File: src/rtl/seven_seg_pkg.sv
// seven_seg_pkg: segment codes, width helper and BCD decode
// shared by the BCD counter and its seven-segment decoder.
package seven_seg_pkg;

  // Active-low cathodes, bit 6 = g ... bit 0 = a.
  localparam logic [6:0] SEG_0     = 7'b1000000;
  localparam logic [6:0] SEG_1     = 7'b1111001;
  localparam logic [6:0] SEG_2     = 7'b0100100;
  localparam logic [6:0] SEG_3     = 7'b0110000;
  localparam logic [6:0] SEG_4     = 7'b0011001;
  localparam logic [6:0] SEG_5     = 7'b0010010;
  localparam logic [6:0] SEG_6     = 7'b0000010;
  localparam logic [6:0] SEG_7     = 7'b1111000;
  localparam logic [6:0] SEG_8     = 7'b0000000;
  localparam logic [6:0] SEG_9     = 7'b0010000;
  localparam logic [6:0] SEG_BLANK = 7'b1111111;

  localparam int TICK_DIV_DEF = 100_000_000;
  localparam int SCAN_DIV_DEF = 100_000;
  localparam int TICK_W_DEF   = $clog2(TICK_DIV_DEF);
  localparam int SCAN_W_DEF   = $clog2(SCAN_DIV_DEF);

  typedef enum logic {
    DIR_DN = 1'b0,
    DIR_UP = 1'b1
  } dir_e;

  // Counter width for a modulus n, never narrower than 1 bit.
  function automatic int cnt_w(input int n);
    return (n > 1) ? $clog2(n) : 1;
  endfunction

  function automatic logic [6:0] bcd_to_seg(
    input logic [3:0] nib
  );
    logic [6:0] s;
    unique case (nib)
      4'd0:    s = SEG_0;
      4'd1:    s = SEG_1;
      4'd2:    s = SEG_2;
      4'd3:    s = SEG_3;
      4'd4:    s = SEG_4;
      4'd5:    s = SEG_5;
      4'd6:    s = SEG_6;
      4'd7:    s = SEG_7;
      4'd8:    s = SEG_8;
      4'd9:    s = SEG_9;
      default: s = SEG_BLANK;
    endcase
    return s;
  endfunction

endpackage

File: src/rtl/seven_seg_decoder.sv
// seven_seg_decoder: combinational BCD nibble to cathode pattern.
// Ports: nib (BCD digit), blank (force dark) -> seg (active-low).
module seven_seg_decoder
  import seven_seg_pkg::*;
(
  input  logic [3:0] nib,
  input  logic       blank,
  output logic [6:0] seg
);

  always_comb begin
    seg = bcd_to_seg(nib);
    if (blank) seg = SEG_BLANK;
  end

endmodule

File: src/rtl/seven_seg_bcd_counter.sv
// seven_seg_bcd_counter: multi-digit BCD up/down counter with
// prescaled stepping, load, wrap pulse and multiplexed display.
// Ports: Clk, Clr_n (async low), En, Up, Load, LoadVal[4*DIGITS]
//        -> Seg[6:0] (active-low), An[DIGITS] (active-low), Wrap.
module seven_seg_bcd_counter
  import seven_seg_pkg::*;
#(
  parameter int TICK_DIV = 100_000_000,
  parameter int SCAN_DIV = 100_000,
  parameter int DIGITS   = 4,
  parameter bit BLANK_LZ = 1'b0
) (
  input  logic                Clk,
  input  logic                Clr_n,
  input  logic                En,
  input  logic                Up,
  input  logic                Load,
  input  logic [4*DIGITS-1:0] LoadVal,
  output logic [6:0]          Seg,
  output logic [DIGITS-1:0]   An,
  output logic                Wrap
);

  localparam int TW = cnt_w(TICK_DIV);
  localparam int SW = cnt_w(SCAN_DIV);
  localparam int IW = cnt_w(DIGITS);

  localparam logic [TW-1:0] TICK_LAST =
    TW'(TICK_DIV - 1);
  localparam logic [SW-1:0] SCAN_LAST =
    SW'(SCAN_DIV - 1);
  localparam logic [IW-1:0] IDX_LAST =
    IW'(DIGITS - 1);

  // Prescaler
  logic [TW-1:0] pre_q;
  logic          tick;

  assign tick = En && (pre_q == TICK_LAST);

  always_ff @(posedge Clk or negedge Clr_n) begin
    if (!Clr_n) begin
      pre_q <= '0;
    end else if (Load || tick) begin
      pre_q <= '0;
    end else if (En) begin
      pre_q <= pre_q + TW'(1);
    end
  end

  // Digit chain
  dir_e dir;
  assign dir = dir_e'(Up);

  logic [3:0]        dig [DIGITS];
  // step[i]: carry (up) or borrow (down) arriving at digit i.
  logic [DIGITS:0]   step;
  // lz[i]: digit i and every digit above it are zero.
  logic [DIGITS:0]   lz;
  logic [DIGITS-1:0] blank;

  assign step[0]    = tick;
  assign lz[DIGITS] = 1'b1;

  for (genvar i = 0; i < DIGITS; i++) begin : g_dig
    logic [3:0] q;
    logic [3:0] nxt;
    logic [3:0] ld_nib;
    logic       at_end;

    assign ld_nib = LoadVal[4*i +: 4];
    assign at_end = (dir == DIR_UP) ?
                    (q == 4'd9) : (q == 4'd0);
    assign step[i+1] = step[i] & at_end;

    always_comb begin
      nxt = q;
      if (step[i]) begin
        if (at_end) begin
          nxt = (dir == DIR_UP) ? 4'd0 : 4'd9;
        end else if (dir == DIR_UP) begin
          nxt = q + 4'd1;
        end else begin
          nxt = q - 4'd1;
        end
      end
    end

    always_ff @(posedge Clk or negedge Clr_n) begin
      if (!Clr_n) begin
        q <= '0;
      end else if (Load) begin
        // Non-BCD nibbles load as zero.
        q <= (ld_nib > 4'd9) ? 4'd0 : ld_nib;
      end else begin
        q <= nxt;
      end
    end

    assign dig[i]   = q;
    assign lz[i]    = lz[i+1] & (q == 4'd0);
    assign blank[i] = BLANK_LZ && (i > 0) && lz[i];
  end

  // A carry/borrow out of the top digit is a full-range wrap.
  always_ff @(posedge Clk or negedge Clr_n) begin
    if (!Clr_n) begin
      Wrap <= 1'b0;
    end else begin
      Wrap <= !Load && step[DIGITS];
    end
  end

  // Scan divider and digit index
  logic [SW-1:0] scn_q;
  logic [IW-1:0] idx_q;

  always_ff @(posedge Clk or negedge Clr_n) begin
    if (!Clr_n) begin
      scn_q <= '0;
      idx_q <= '0;
    end else if (scn_q == SCAN_LAST) begin
      scn_q <= '0;
      idx_q <= (idx_q == IDX_LAST) ?
               '0 : idx_q + IW'(1);
    end else begin
      scn_q <= scn_q + SW'(1);
    end
  end

  // Display
  logic [6:0] seg_d;

  seven_seg_decoder u_dec (
    .nib   (dig[idx_q]),
    .blank (blank[idx_q]),
    .seg   (seg_d)
  );

  always_ff @(posedge Clk or negedge Clr_n) begin
    if (!Clr_n) begin
      Seg <= SEG_BLANK;
      An  <= '1;
    end else begin
      Seg <= seg_d;
      An  <= ~(DIGITS'(1) << idx_q);
    end
  end

endmodule

File: config.mk
export PLATFORM = sky130hd
export DESIGN_NAME = seven_seg_bcd_counter
export DESIGN_NICKNAME = d
export VERILOG_FILES = /design/src/rtl/seven_seg_pkg.sv /design/src/rtl/seven_seg_decoder.sv /design/src/rtl/seven_seg_bcd_counter.sv
export SDC_FILE = /design/constraint.sdc
export NUM_CORES = 1
export LEC_CHECK = 0
export BUFFER_PORTS_ARGS = -buffer_cell sky130_fd_sc_hd__buf_2
export CAP_MARGIN = 20
export CELL_PAD_IN_SITES_DETAIL_PLACEMENT = 1
export CELL_PAD_IN_SITES_GLOBAL_PLACEMENT = 1
export CORE_ASPECT_RATIO = 1.4
export CORE_MARGIN = 2
export CORE_UTILIZATION = 51
export DETAILED_ROUTE_END_ITERATION = 8
export GPL_TIMING_DRIVEN = 0
export PLACE_DENSITY_LB_ADDON = 0.05
export SLEW_MARGIN = 20
export SYNTH_ARGS = -nofsm -noshare
export SYNTH_HDL_FRONTEND = slang
export SYNTH_HIERARCHICAL = 1
export SYNTH_SLANG_ARGS = --single-unit
File: constraint.sdc
create_clock -name Clk -period 7.2 [get_ports Clk]
set_clock_uncertainty 0.05 [all_clocks]
set_input_delay 0.36 -clock Clk [delete_from_list [all_inputs] [get_ports Clk]]
set_output_delay 0.36 -clock Clk [all_outputs]
set_load 0.03 [all_outputs]
==> flow_summary.ini, run 1 <==
[clocking]
clock_insertion_delay_worst_skew_ns = 0.34
post_cts_hold_buffer_count = 1
cts_root_buf = clkbuf_16
cts_num_sinks = 74
worst_setup_hold_path_clk_slew_ns = 0.06
cts-resized-gates = 0
post_cts.repair.setup_buffers = 0
tritoncts_clock_tree = yes
number_of_h_tree_branching_levels = 3
cts_max_path_buffers = 2
numCtsBuffers = 9

[detailed_routing]
routed_via_density = 5.70
drt_pre_antenna_iters = 4
drt.antenna.violating_nets = 0
met1_length_um = 4050
drc_errors = 0
routed-via-count = 3431
top_layer = met4
routed-wl-met3_um = 268
drt-total-wl_um = 10000
met2RoutedLength_um = 5480
routed_wirelength_normalized_by_instance_count_um = 16.6
detailedRoute.firstIterationViolations = 102

[timing]
final_max_tran_viols = 0
tightest_slew_ns = 0.713
final.setup.tns_ns = 0
period_share_pct = 36.6
worst_slew_margin_rel_pct = 52.0
period_needed_ns = 2.63
maxClockFrequency_ghz = 0.380
timing.final.setup_violations = 0
hold_violations = 0
final.setup.worst_slack_ns = 4.57
grt_setup_unrepaired = false

[logic_synthesis]
synth-seq-area-share_pct = 42.6
synth-edff-count = 0
mean_area_per_synthesized_cell_um2 = 9.91
post_synth_top_area_share_pct = 36.0
synth_cell_type_count = 60
synth.yosys.warnings = 6
yosys.cell_count.top_type = dfrtp_1
cell_taking_the_most_area_after_synthesis = dfrtp_1
ys_async_sr_fraction_pct = 100
yosys-top-cells-count = dfrtp_1, nor2_1, nand2_1, xor2_1, nand3_1
synth-seq-cells = 74
syn_inst = 442
synth.cell_area_um2 = 4380
yosys_most_used_dff = dfrtp_1
post_synth_main_area_contributors = dfrtp_1, dfstp_2, xor2_1, ha_1, nor2_1

[critical_path]
crit-reg2reg-capture = pre_q[21]$_DFFE_PN0P_
timing.critical_path.fanout_max = 10
critPathLaunch = pre_q[0]$_DFFE_PN0P_
worst-r2r-cell-count = 8
end_kind = flip-flop
setup.reg_to_reg.worst_slack_ns = 4.57
critical_path_arrival_ns = 2.80
critPathLaunchType = flip-flop
rr_startpoint = pre_q[0]$_DFFE_PN0P_
crit_type = flip-flop to flip-flop
critical_path_required_ns = 7.36
worst_setup_endpoint = pre_q[21]$_DFFE_PN0P_

[global_route]
residual_overflow_from_global_routing = 0
antenna_violations_before_repair = 0
grt_max_degree = 41
grt_pass1_wl_um = 17100
grt_usage_pct = 23.8
via_count_of_the_first_global_routing_pass = 3592

[final_layout]
stdcell_count = 602
drive_above_1_share_pct = 17.7
fin_nets = 536
final.fill_count = 970
area_delta_synth_final_pct = 14.3
final_area_um2 = 5000
antennaDiodeCount = 0
seqCellArea_um2 = 1870
finalCoreUtilization_pct = 59.2
area_occupied_by_multi_input_gates_um2 = 2390

[job]
maximum_capacitance_violations = 0

[worst_hold_path]
holdCritPathClass = primary input to flip-flop
worstHoldStart = LoadVal[7]

[floorplan]
floorplan.rows = 40
placeableCoreArea_um2 = 8460
design.die.area_um2 = 9350
floorplan.initialDensity_pct = 51.8
die_y_um = 114
io-pin-count = 33
die_x_um = 82.3

[power]
power_density_nw_per_um2 = 203
vdd.ir_drop.worst_mv = 0.145
power.leakage_nw = 2.23

[placed_design]
post-place-cells = 585
port_buffers = 31
placed_cell_area_um2 = 4710
detailed_placer_s_ending_hpwl_um = 7380
pre_cts_ws_ns = 4.27
gp_congestion = 0.868

[run_status]
run_status = finished clean
-- cell families (layout without fill, tap and decap cells) --
logic type / after synthesis / in the layout / share of synthesized area [%]
adder cells (fa/ha/maj): 23 / 23 / 7.26
flip-flops: 74 / 74 / 42.6
multiplexers: 13 / 13 / 4.20
XOR/XNOR: 52 / 52 / 10.4
AND/OR/NAND/NOR: 184 / 184 / 22.8
AO/OA/AOI/OAI: 64 / 64 / 9.37
other: 1 / 7 / 0.0856
buffers and inverters: 31 / 80 / 3.31
-- cell usage in the layout, fill, tap and decap left out, types with 3 or more instances in the layout --
cell type	count
a21o_1	3
a21oi_1	17
and3_1	6
and4_1	5
buf_2	33
clkbuf_1	8
clkbuf_16	9
clkbuf_8	3
conb_1	7
dfrtp_1	63
dfstp_2	11
fa_1	4
ha_1	19
inv_1	17
mux2i_1	9
mux4_2	3
nand2_1	35
nand3_1	24
nand4_1	8
nor2_1	55
nor3_1	13
nor4_1	5
nor4b_1	3
o211ai_1	4
o21ai_0	23
o22ai_1	4
or2_2	3
or3_1	3
xnor2_1	22
xor2_1	30
-- per-layer routing --
metal,up-vias,track usage [%]
met5,-,0
met4,0,9.22
met3,14,2.93
met2,36,43.0
met1,1738,27.9
li1,1643,-
-- metrics by stage --
stage	hold slack (ns)	total power, mW
6_report	0.192	1.02
2_1_floorplan	0.0144	0.551
4_1_cts	0.188	1.03
5_1_grt	0.210	1.06
3_5_place_dp	0.300	0.600
3_3_place_gp	0.422	0.591
-- where the power goes --
group | internal, mW | total [mW] | switching, mW
Clock | 0.252 | 0.426 | 0.174
Combinational | 0.0564 | 0.140 | 0.0835
Sequential | 0.434 | 0.452 | 0.0181
Total | 0.742 | 1.02 | 0.276
-- critical path: stages (launching register included) --
cell,delay [ns]
dfrtp_1,0.40
ha_1,0.21
nand4_2,0.23
nand4b_1,0.32
nor3_2,0.51
or2_2,0.21
buf_2,0.23
buf_2,0.27
nor2_1,0.09
-- registers in the layout (all words and copies together), names as in the netlist --
signal / count
An: 4
Seg: 7
pre_q: 27
scn_q: 17
idx_q: 2
g_dig.q: 16
Wrap: 1
-- worst min path at each step --
| stage | endpoint | slack [ns] | cells after the start |
|---|---|---|---|
| finish | g_dig[1].q[2]$_DFFE_PN0P_ | 0.19 | 2 |
| global placement | scn_q[14]$_DFF_PN0_ | 0.42 | 1 |
| CTS | g_dig[1].q[2]$_DFFE_PN0P_ | 0.19 | 2 |
| floorplan | Wrap$_DFF_PN0_ | 0.01 | 0 |
| global route | g_dig[0].q[1]$_DFFE_PN0N_ | 0.21 | 2 |
| detailed placement | g_dig[3].q[0]$_DFFE_PN0P_ | 0.30 | 1 |
-- final cells by class --
cell class / instances / area share, %
Tap cell: 105 / 2.63
Clock buffer: 12 / 5.13
Clock inverter: 4 / 0.525
Sequential cell: 74 / 37.3
Multi-Input combinational cell: 343 / 47.8
Inverter: 18 / 1.35
Buffer: 13 / 1.55
Timing Repair Buffer: 33 / 3.75
Note: power is estimated with default switching activity, not from simulation.
==> run 2, diff against run 1 <==
- CORE_UTILIZATION: 51 -> 47
- clock period: 7.2 -> 2.6 ns (I/O delays scaled with it)
==> flow_summary.ini, run 2 (synthesis gave the netlist of run 1 again) <==
[global_route]
residual_overflow_from_global_routing = 0
grt.met2_usage_pct = 40.1
grt_util_met1_pct = 25.7
grt_pass1_wl_um = 17800
grt_usage_pct = 22.0
grt_max_degree = 52
antenna_violations_before_repair = 0
via_count_of_the_first_global_routing_pass = 3643
met3_usage_pct = 3.70
grt_busiest_layer = met2

[power]
cell_internal_pwr_mw = 2.07
vdd.ir_drop.worst_mv = 0.410
seqPwrFrac_pct = 43.9
power.clock.fraction_pct = 42.0
comb_power_share_pct = 14.1
power.switching_fraction_pct = 27.6
p_switching_mw = 0.788
power_density_nw_per_um2 = 557
power.leakage_nw = 2.28

[floorplan]
floorplan.rows = 41
design.die.area_um2 = 10100
io-pin-count = 33
floorplan.initialDensity_pct = 48.5
die_y_um = 118
die_x_um = 85.6
placeableCoreArea_um2 = 9030

[critical_path]
worst_setup_endpoint = g_dig[3].q[1]$_DFFE_PN0P_
worst-r2r-cell-count = 6
crit-reg2reg-capture = g_dig[3].q[1]$_DFFE_PN0P_
critical_path_arrival_ns = 2.68
crit_type = flip-flop to flip-flop
critical_path_required_ns = 2.78
setup.reg_to_reg.worst_slack_ns = 0.1
critPathLaunch = g_dig[0].q[0]$_DFFE_PN0N_
timing.critical_path.fanout_max = 10
end_kind = flip-flop
critPathLaunchType = flip-flop
rr_startpoint = g_dig[0].q[0]$_DFFE_PN0N_

[timing]
worst_slew_margin_rel_pct = 46.4
maxClockFrequency_ghz = 0.400
hold_violations = 1
final.setup.worst_slack_ns = 0.0983
timing.final.setup_violations = 0
tightest_slew_ns = 0.797
final_max_tran_viols = 0
period_needed_ns = 2.50
period_share_pct = 96.2
fin_worst_hold_slack_ns = -0.000778

[placed_design]
gp_congestion = 0.772
detailed_placer_s_ending_hpwl_um = 7250
placed_cell_area_um2 = 4720
port_buffers = 31
pre_cts_ws_ns = -0.0967

[clocking]
numCtsBuffers = 9
worst_setup_hold_path_clk_slew_ns = 0.07
number_of_h_tree_branching_levels = 3
tritoncts_clock_tree = yes
cts_num_sinks = 74
clock_insertion_delay_worst_skew_ns = 0.34
cts_max_path_buffers = 2
cts_root_buf = clkbuf_16

[final_layout]
finalCoreUtilization_pct = 56.8
area_occupied_by_multi_input_gates_um2 = 2400
flip_flop_count_of_the_largest_register_all_copies_and_words_added = 27
largestRegisters = pre_q (27), scn_q (17), g_dig.q (16)
final_area_um2 = 5130
antennaDiodeCount = 0
fin_nets = 547
area_delta_synth_final_pct = 17.1
largest_register = pre_q
final.fill_count = 1049
mostFrequentLayoutCells = dfrtp_1, nor2_1, nand2_1, buf_2, xor2_1
most_common_library_cell_in_the_layout_ignoring_fill_and_taps = dfrtp_1
drive_above_1_share_pct = 18.5
seqCellArea_um2 = 1870

[detailed_routing]
drt-total-wl_um = 10300
routed_wirelength_normalized_by_instance_count_um = 16.7
detailedRoute.firstIterationViolations = 95
drc_errors = 0
routed_via_density = 5.55
routed-via-count = 3414
drt_pre_antenna_iters = 4
drt.antenna.violating_nets = 0

[run_status]
failed_checks = hold timing
run_status = finished with violations

[job]
maximum_capacitance_violations = 0

[worst_hold_path]
holdCritPathClass = primary input to flip-flop
## run 2: stage by stage
| stage | hold WS, ns | power, mW | std cells | setup TNS [ns] |
|---|---|---|---|---|
| 2_1_floorplan | -0.216 | 1.53 | 448 | 0 |
| 3_3_place_gp | 0.302 | 1.64 | 586 | -0.0728 |
| 3_5_place_dp | 0.00281 | 1.66 | 587 | -0.157 |
| 4_1_cts | 0.00508 | 2.87 | 611 | 0 |
| 5_1_grt | 0.0316 | 2.97 | 615 | -0.00440 |
| 6_report | -0.000778 | 2.85 | 615 | 0 |
## run 2: layout make-up
cell class / count / area share (%)
Clock inverter: 4 / 0.537
Tap cell: 107 / 2.61
Timing Repair Buffer: 44 / 5.76
Clock buffer: 12 / 5.00
Sequential cell: 74 / 36.4
Multi-Input combinational cell: 343 / 46.8
Buffer: 13 / 1.56
Inverter: 18 / 1.39
## run 2: metal layers
layer  vias to the layer above  share of wire, %
li1                       1659                 -
met1                      1700                41
met2                        41                55
met3                        14               2.7
met4                         0               1.6
met5                         -                 0
## run 2: worst min path at each step
stage / start / end / slack (ns) / cells past startpoint
after floorplan: Clr_n / Wrap$_DFF_PN0_ / -0.22 / 0
after global placement: LoadVal[7] / g_dig[1].q[2]$_DFFE_PN0P_ / 0.30 / 2
after detailed placement: Clr_n / g_dig[3].q[0]$_DFFE_PN0P_ / 0.003 / 1
after CTS: LoadVal[8] / g_dig[2].q[0]$_DFFE_PN0P_ / 0.005 / 3
after global routing: LoadVal[5] / g_dig[1].q[1]$_DFFE_PN0P_ / 0.03 / 3
final: LoadVal[8] / g_dig[2].q[0]$_DFFE_PN0P_ / -0.0008 / 3
## run 2: repair_timing
action | 4_1_cts | 5_1_grt
setup buffers | 0 | 4
hold endpoints to repair | 46 | 0
gates resized for setup | 0 | 4
setup endpoints to repair | 0 | 25
hold buffers | 8 | 0
## run 2: power by group through the flow
stage | logic (mW) | clock network (mW) | registers [mW]
floorplan | 0.232 | 0 | 1.29
global placement | 0.369 | 0 | 1.27
detailed placement | 0.388 | 0 | 1.27
CTS | 0.403 | 1.22 | 1.25
global route | 0.451 | 1.26 | 1.26
finish | 0.404 | 1.20 | 1.25
## run 2: critical path, cell delays in order (launching register included)
cell and delay (ns):
dfrtp_1 0.47, or3_4 0.44, a211oi_4 0.35, nand4b_4 0.23, or2_4 0.33, and2_4 0.16, a221o_1 0.33
